===== config.mk =====
export PLATFORM = sky130hd
export DESIGN_NAME = vga_pattern_gen
export DESIGN_NICKNAME = d
export VERILOG_FILES = /design/src/rtl/vga_pattern_gen.sv
export SDC_FILE = /design/constraint.sdc
export NUM_CORES = 1
export LEC_CHECK = 0
export CORE_UTILIZATION = 30
export CTS_CLUSTER_SIZE = 8
export DETAILED_ROUTE_END_ITERATION = 16
export GPL_TIMING_DRIVEN = 0
export SYNTH_ARGS = -nofsm -noshare
export SYNTH_HDL_FRONTEND = slang
export SYNTH_SLANG_ARGS = --single-unit

===== constraint.sdc =====
create_clock -name CLK -period 4.6 [get_ports CLK]
set_clock_uncertainty 0.2 [all_clocks]
set_input_delay 0.46 -clock CLK [delete_from_list [all_inputs] [get_ports CLK]]
set_output_delay 0.46 -clock CLK [all_outputs]
set_load 0.05 [all_outputs]

===== src/rtl/vga_pattern_gen.sv =====
// -----------------------------------------------------------------------------
// vga_pattern_gen
//   Test-pattern pixel source placed directly after the VGA timing generator.
//   It turns the raw counters into active-area coordinates and draws one of four
//   patterns. RGB, HS, VS and DE leave the block exactly 2 cycles after the
//   corresponding inputs arrive.
//
//   Optional feature: define PATTERN_BORDER_EN to draw a one-pixel white border
//   on the edge pixels of the active area. The border overrides every pattern.
//
// Ports
//   CLK     in   1   pixel clock
//   CLR     in   1   synchronous active-high reset
//   H_CNT   in  10   horizontal counter from the timing generator
//   V_CNT   in  10   vertical counter from the timing generator
//   DRAW_I  in   1   active-video window
//   HS_I    in   1   horizontal sync, active-high
//   VS_I    in   1   vertical sync, active-high; its rising edge marks frame start
//   MODE    in   2   pattern select: 0 bars, 1 checker, 2 gradient, 3 box
//   R/G/B   out  8   pixel colour, zero outside the active window
//   HS/VS   out  1   HS_I/VS_I delayed by 2 cycles
//   DE      out  1   DRAW_I delayed by 2 cycles
// -----------------------------------------------------------------------------
module vga_pattern_gen #(
  parameter int unsigned H_START  = 144,
  parameter int unsigned V_START  = 35,
  parameter int unsigned H_ACT    = 640,
  parameter int unsigned V_ACT    = 480,
  parameter int unsigned BOX_SIZE = 32,
  parameter int unsigned SPEED    = 2
) (
  input  logic       CLK,
  input  logic       CLR,
  input  logic [9:0] H_CNT,
  input  logic [9:0] V_CNT,
  input  logic       DRAW_I,
  input  logic       HS_I,
  input  logic       VS_I,
  input  logic [1:0] MODE,
  output logic [7:0] R,
  output logic [7:0] G,
  output logic [7:0] B,
  output logic       HS,
  output logic       VS,
  output logic       DE
);

  typedef enum logic [1:0] {
    MODE_BARS  = 2'd0,
    MODE_CHECK = 2'd1,
    MODE_GRAD  = 2'd2,
    MODE_BOX   = 2'd3
  } mode_t;

  typedef enum logic {
    DIR_POS = 1'b0,
    DIR_NEG = 1'b1
  } dir_t;

  typedef struct packed {
    dir_t       dir;
    logic [9:0] pos;
  } axis_t;

  localparam logic [9:0]  LP_H_START = 10'(H_START);
  localparam logic [9:0]  LP_V_START = 10'(V_START);
  localparam logic [10:0] LP_H_ACT   = 11'(H_ACT);
  localparam logic [9:0]  LP_MAX_X   = 10'(H_ACT - BOX_SIZE);
  localparam logic [9:0]  LP_MAX_Y   = 10'(V_ACT - BOX_SIZE);
  localparam logic [9:0]  LP_SPEED   = 10'(SPEED);
  localparam logic [10:0] LP_BOX     = 11'(BOX_SIZE);
  localparam int unsigned LP_BAR_W   = H_ACT / 8;

  // Stage 1
  logic [9:0] r_x;
  logic [9:0] r_y;
  logic       r_draw1;
  logic       r_hs1;
  logic       r_vs1;

  // Per-frame state
  mode_t      r_mode;
  logic [9:0] r_bx;
  logic [9:0] r_by;
  dir_t       r_dx;
  dir_t       r_dy;

  logic       w_frame_start;
  axis_t      w_nx;
  axis_t      w_ny;
  logic [2:0] w_bar;
  logic       w_in_box;
  logic [7:0] w_r;
  logic [7:0] w_g;
  logic [7:0] w_b;

  // The stage-1 VS register doubles as the frame-start edge detector.
  assign w_frame_start = VS_I & ~r_vs1;

  // One axis of the bouncing box: step by SPEED, reflecting at 0 and max.
  // The overflow test is done in 11 bits so pos+SPEED can never wrap.
  function automatic axis_t step_axis(input dir_t d, input logic [9:0] p,
                                      input logic [9:0] max);
    axis_t s;
    s.dir = d;
    s.pos = p;
    if (d == DIR_POS) begin
      if (({1'b0, p} + {1'b0, LP_SPEED}) > {1'b0, max}) begin
        s.dir = DIR_NEG;
        s.pos = p - LP_SPEED;
      end else begin
        s.pos = p + LP_SPEED;
      end
    end else begin
      if (p < LP_SPEED) begin
        s.dir = DIR_POS;
        s.pos = p + LP_SPEED;
      end else begin
        s.pos = p - LP_SPEED;
      end
    end
    return s;
  endfunction

  always_comb begin
    w_nx = step_axis(r_dx, r_bx, LP_MAX_X);
    w_ny = step_axis(r_dy, r_by, LP_MAX_Y);
  end

  always_ff @(posedge CLK) begin
    if (CLR) begin
      r_x     <= '0;
      r_y     <= '0;
      r_draw1 <= 1'b0;
      r_hs1   <= 1'b0;
      r_vs1   <= 1'b0;
    end else begin
      r_x     <= H_CNT - LP_H_START;
      r_y     <= V_CNT - LP_V_START;
      r_draw1 <= DRAW_I;
      r_hs1   <= HS_I;
      r_vs1   <= VS_I;
    end
  end

  always_ff @(posedge CLK) begin
    if (CLR) begin
      r_mode <= MODE_BARS;
      r_bx   <= '0;
      r_by   <= '0;
      r_dx   <= DIR_POS;
      r_dy   <= DIR_POS;
    end else if (w_frame_start) begin
      r_mode <= mode_t'(MODE);
      r_bx   <= w_nx.pos;
      r_dx   <= w_nx.dir;
      r_by   <= w_ny.pos;
      r_dy   <= w_ny.dir;
    end
  end

  // Bar index: the last threshold that x has reached wins.
  always_comb begin
    w_bar = '0;
    for (int unsigned k = 1; k < 8; k++) begin
      if ({1'b0, r_x} >= 11'(LP_BAR_W * k)) begin
        w_bar = 3'(k);
      end
    end
  end

  assign w_in_box = (r_x >= r_bx) && ({1'b0, r_x} < ({1'b0, r_bx} + LP_BOX)) &&
                    (r_y >= r_by) && ({1'b0, r_y} < ({1'b0, r_by} + LP_BOX));

  always_comb begin
    w_r = '0;
    w_g = '0;
    w_b = '0;
    unique case (r_mode)
      MODE_BARS: begin
        unique case (w_bar)
          3'd0: begin w_r = '1;    w_g = '1;    w_b = '1;    end
          3'd1: begin w_r = '1;    w_g = '1;    w_b = '0;    end
          3'd2: begin w_r = '0;    w_g = '1;    w_b = '1;    end
          3'd3: begin w_r = '0;    w_g = '1;    w_b = '0;    end
          3'd4: begin w_r = '1;    w_g = '0;    w_b = '1;    end
          3'd5: begin w_r = '1;    w_g = '0;    w_b = '0;    end
          3'd6: begin w_r = '0;    w_g = '0;    w_b = '1;    end
          3'd7: begin w_r = '0;    w_g = '0;    w_b = '0;    end
        endcase
        if ({1'b0, r_x} >= LP_H_ACT) begin
          w_r = '0;
          w_g = '0;
          w_b = '0;
        end
      end
      MODE_CHECK: begin
        if (r_x[5] ^ r_y[5]) begin
          w_r = '1;
          w_g = '1;
          w_b = '1;
        end
      end
      MODE_GRAD: begin
        w_r = r_x[7:0];
        w_g = r_y[7:0];
        w_b = 8'(({1'b0, r_x} + {1'b0, r_y}) >> 1);
      end
      MODE_BOX: begin
        if (w_in_box) begin
          w_r = 8'd255;
          w_g = 8'd127;
          w_b = 8'd64;
        end else begin
          w_b = 8'd64;
        end
      end
    endcase
`ifdef PATTERN_BORDER_EN
    if ((r_x == '0) || ({1'b0, r_x} == LP_H_ACT - 11'd1) ||
        (r_y == '0) || ({1'b0, r_y} == 11'(V_ACT - 1))) begin
      w_r = '1;
      w_g = '1;
      w_b = '1;
    end
`endif
  end

  always_ff @(posedge CLK) begin
    if (CLR) begin
      R  <= '0;
      G  <= '0;
      B  <= '0;
      HS <= 1'b0;
      VS <= 1'b0;
      DE <= 1'b0;
    end else begin
      HS <= r_hs1;
      VS <= r_vs1;
      DE <= r_draw1;
      if (r_draw1) begin
        R <= w_r;
        G <= w_g;
        B <= w_b;
      end else begin
        R <= '0;
        G <= '0;
        B <= '0;
      end
    end
  end

endmodule


==> run metrics <==
most frequent cells in the layout 72 x dfxtp_1, 60 x nand2_1, 52 x clkdlybuf4s50_1; Rel. slew slack 0.386; post-CTS sizing 0; final instance area 0.00565 sq mm; f_max 0.289 GHz; crit-path cells clkbuf_1, inv_1, ha_1, inv_1, ha_1, a211oi_1, a2111oi_0, a2111oi_0, o2111ai_1, clkbuf_1, a41oi_1; I/O Pins 54; Die Area 0.0158 sq mm; area growth from synthesis to layout 23.0%; setup ws final 1150 ps; asr flop ratio synth 0; leak pwr 2.16 nW; first-pass iteration count of the detailed router 4; outcome finished, final reports clean; worst hold path type reg -> reg; Initial Util 0.311; crit path max fanout 10; initial antenna violation count 0; Tcrit/Tclk final 0.751; Mapped Area 0.00459 sq mm; worst setup path class reg -> reg; Post-synth EDFFs 0; port bufs 52; CTS Hold Bufs 0; syn nets 632; Setup WS pre-CTS 1160 ps; Setup-failing EPs final 0; Die Span Y 126 um; largest delay contributor family on the critical path compound AO/OA/AOI/OAI gates; vias in the first global route 4156; Setup TNS 0 ps; Yosys cell types 72; min Tclk post-route 3450 ps; Post-Syn Instances 557; Syn. warnings 0; drt wl/cell 15.1 um; H-tree depth 3; TritonCTS clock tree done; remaining global-route overflow 0; #FFs+latches synth 72; Core Region 0.0148 sq mm; cell count along the critical path 11; Placed Area 0.00534 sq mm; Final #Nets 695; post-DP HPWL 9.56 mm; clk slew on worst S/H paths 60 ps; Routability Congestion 0.903; Max IR drop VDD 194 uV; routed vias 4247; Buf/Inv on CP 4; Critical Path End Type flop; first-pass GRT wire length 20.1 mm; Setup crit start r_by[5]; Final Core Density 0.383; max cap viols 0; minimum hold slack 235 ps; Max stage delay cell, worst path a2111oi_0; postcts setup bufs 0; WP data arrival 3510 ps; Routed Wire Length 12.2 mm; Rows 44; PD cells 304 mW/mm^2; CTS buffer count 9; clock sink total 72; Clock Latency Late Sink 340 ps; Fin. Hold Viols 0; R2R Path Start r_by[5]; chip width 126 um; Longest Clk Path Bufs 2; layout cells sized above 1 0.0560; critical path's largest stage delay 470 ps; Vias/cell 5.25; hold path depth 1; GRT Util Overall 0.161; fin. max-slew vios 0; Slew @ Worst Pin 906 ps; Critical Path Start Type flop; post-synthesis sequential area ratio 0.314; ys flop type dfxtp_1; most common cell after layout, fill and taps aside dfxtp_1; CTS root buf clkbuf_16; RSZ-0062 raised after global routing no; largest net degree at the start of global routing 15; Mapped Avg Cell Area 8.24 sq um; post-route DRC violation count 0; Antenna Violating Nets Remaining 0; Initial DRC Count 340; number of diodes 0; WP data required 4650 ps; Hold Startpoint r_hs1; Worst Reg-to-Reg Cells 11
-- cell families after synthesis --
| family | count (synthesis) | share of synthesized area |
|---|---|---|
| mux | 17 | 0.0387 |
| xor+xnor | 29 | 0.0553 |
| buf+inv | 66 | 0.0572 |
| fa+ha+maj | 48 | 0.132 |
| simple gates | 199 | 0.212 |
| flops | 72 | 0.314 |
| compound gates | 126 | 0.190 |
-- cell usage after synthesis, types with 14 or more instances --
master | instances | area [sq um]
o21ai_0 | 18 | 90.1
nor2_1 | 49 | 184
nor2b_1 | 15 | 93.8
clkbuf_1 | 20 | 75.1
a21oi_1 | 42 | 210
nand2_1 | 60 | 225
a41oi_1 | 15 | 131
ha_1 | 47 | 588
dfxtp_1 | 72 | 1440
xnor2_1 | 24 | 210
nand4_1 | 14 | 87.6
inv_1 | 34 | 128
-- worst reg2reg max path, cell delays in order (launching register included) --
cell and delay (ps):
dfxtp_1 360, clkbuf_1 340, inv_1 190, ha_1 320, inv_1 40, ha_1 180
a211oi_1 190, a2111oi_0 150, a2111oi_0 470, o2111ai_1 380, clkbuf_1 330, a41oi_1 220
-- final cells by class --
cell class	instances	area, sq um
Buffer	31	131
Clock buffer	9	225
Clock inverter	7	78.8
Fill cell	1504	9110
Inverter	35	131
Multi-Input combinational cell	419	2890
Sequential cell	72	1440
Tap cell	184	230
Timing Repair Buffer	52	520
-- state kept, by name, indices dropped and copies added (netlist names), 2 cells and up --
name	cells
r_by	9
r_x	10
R	8
G	8
B	8
r_mode	2
r_bx	9
r_y	10
-- stage by stage --
stage,power (mW),instances
detailed placement,1.01,793
finish,1.72,809
global placement,0.998,793
global route,1.80,809
CTS,1.73,809
floorplan,0.900,557
-- metal layers --
metal,wire length (um),track usage,vias up
met1,5440,0.189,1995
met5,0,0,-
met2,5820,0.274,87
met4,510,0.0904,0
li1,-,-,2132
met3,451,0.0336,33
-- worst paths after layout --
kind	end	slack (ps)
max	G[0]	1150
min	HS	240
max reg2reg	G[0]	1150
min reg2reg	HS	240
-- power by group --
part	internal [mW]	switching (mW)
clock network	0.427	0.296
registers	0.652	0.0304
logic	0.130	0.180
No activity file was read; power rests on OpenSTA's default activity.
==> RTL edit: new RTL, config.mk and constraints unchanged <==
The option `PATTERN_BORDER_EN` is turned on by a define.
--- a/src/rtl/vga_pattern_gen.sv
+++ b/src/rtl/vga_pattern_gen.sv
@@ -21,6 +21,8 @@
 //   HS/VS   out  1   HS_I/VS_I delayed by 2 cycles
 //   DE      out  1   DRAW_I delayed by 2 cycles
 // -----------------------------------------------------------------------------
+`define PATTERN_BORDER_EN
+
 module vga_pattern_gen #(
   parameter int unsigned H_START  = 144,
   parameter int unsigned V_START  = 35,
Formal check against the unedited RTL: not equivalent (a bounded check fails within 4 cycles, from zero or initial values).
==> RTL edit against the unedited design <==
  * First-iteration DRC count fell by 5.6%
  * Sequential cell count did not move
  * Synthesized cell count rose by 3.9%
  * Clock power rose by 10%
  * Largest cell class unchanged
  * Synthesized area rose by 3.2%
  * Cell area rose by 3.9%
  * Largest power group unchanged
  * Total power rose by 7.9%
  * Routed wire length rose by 8.0%
  * Worst setup slack improved by 460 ps
  * Core utilization barely moved
  * Highest routed layer unchanged
==> RTL edit: results (changes against the unedited design) <==
* Final nets at 717 (was 695)
* Mapped Nets at 654 (was 632)
* Layout cells sized above 1 at 5.72% (was 5.60%)
* M3 GR Usage at 2.88% (was 3.36%)
* Post-synthesis mux area share at 2.40% (was 3.87%)
* Global-route track usage on met1 at 21.6% (was 18.9%)
* Worst-Margin Slew at 794 ps (was 906 ps)
* Vias in the first global route at 4352 (was 4156)
* Mean number of vias per cell at 5.28 (was 5.25)
* GPL Wtd Cong at 0.877 (was 0.903)
* DRT Wirelength at 13200 um (was 12200 um)
* Synth cell count leaders: dfxtp_1, a21oi_1, nor2_1, ha_1, nand2_1 (was dfxtp_1, nand2_1, nor2_1, ha_1, a21oi_1)
* Placed Area at 5530 um^2 (was 5340 um^2)
* Fillers at 1599 (was 1504)
* Tot GR Track Use at 17.0% (was 16.1%)
* Initial DRT Pass Iterations at 5 (was 4)
* DRT iter0 DRCs at 321 (was 340)
* Unique masters post-synth at 67 (was 72)
* Peak VDD IR at 0.000179 V (was 0.000194 V)
* Largest net degree at the start of global routing at 13 (was 15)
* Synth top area cells: dfxtp_1, ha_1, a21oi_1 (was dfxtp_1, ha_1, nand2_1)
* Run status: completed (unchanged)
* Adder-cell share of the synthesized area at 12.8% (was 13.2%)
* Synth Area in Compound Gates at 21.4% (was 19.0%)
* First-pass GRT wire length at 21700 um (was 20100 um)
-- RTL edit: final cells by class --
type | instances | area [um^2] | area share [%]
flip-flops and latches | 72 | 1440 | 24.6
clock inverters | 4 | 73.8 | 1.26
repair buffers | 52 | 520 | 8.87
well taps | 211 | 264 | 4.50
multi-input cells | 443 | 3040 | 51.7
inverters | 32 | 120 | 2.05
clock buffers | 12 | 267 | 4.54
plain buffers | 32 | 144 | 2.45
-- RTL edit: metal layers --
metal | up-vias | routed length [um]
met2 | 127 | 6050
met1 | 2150 | 6240
met3 | 27 | 619
met5 | - | 0
met4 | 0 | 299
li1 | 2229 | -
-- RTL edit: per-stage QoR --
| stage | instances | setup slack (ps) | power, W | utilization (%) |
|---|---|---|---|---|
| final | 858 | 1600 | 0.00185 | 38.3 |
| after global routing | 858 | 1250 | 0.00193 | 38.3 |
| after CTS | 858 | 1650 | 0.00186 | 38.3 |
| after detailed placement | 842 | 1680 | 0.00106 | 36.1 |
| after global placement | 842 | 1660 | 0.00105 | 36.1 |
| after floorplan | 579 | 2050 | 0.000944 | - |
-- RTL edit: kinds of logic after synthesis --
kind of cell	Yosys count
AND/OR/NAND/NOR	204
AO/OA/AOI/OAI	149
flip-flops	72
buffers and inverters	64
adder cells (fa/ha/maj)	48
XOR/XNOR	31
multiplexers	11
-- RTL edit: worst paths after layout --
| kind | start | to | slack, ps | cells past startpoint |
|---|---|---|---|---|
| worst max register to register | r_bx[7] | R[2] | 1600 | 10 |
| worst max-delay path | r_bx[7] | R[2] | 1600 | 10 |
| worst min register to register | r_hs1 | HS | 250 | 1 |
| worst min-delay path | r_hs1 | HS | 250 | 1 |
-- RTL edit: power breakdown --
group          leakage [nW]  switching (W)  internal (W)
sequential            0.590      0.0000375      0.000654
combinational          1.45       0.000217      0.000148
clock                 0.169       0.000275      0.000520
total                  2.21       0.000529       0.00132
-- RTL edit: critical path: stages (launching register included) --
cell,delay (ps)
dfxtp_1,310
buf_2,220
inv_1,140
ha_1,320
a2111oi_0,400
o21ai_0,160
nor2_1,140
nor3_1,70
o2111ai_1,500
buf_2,300
a21oi_1,100
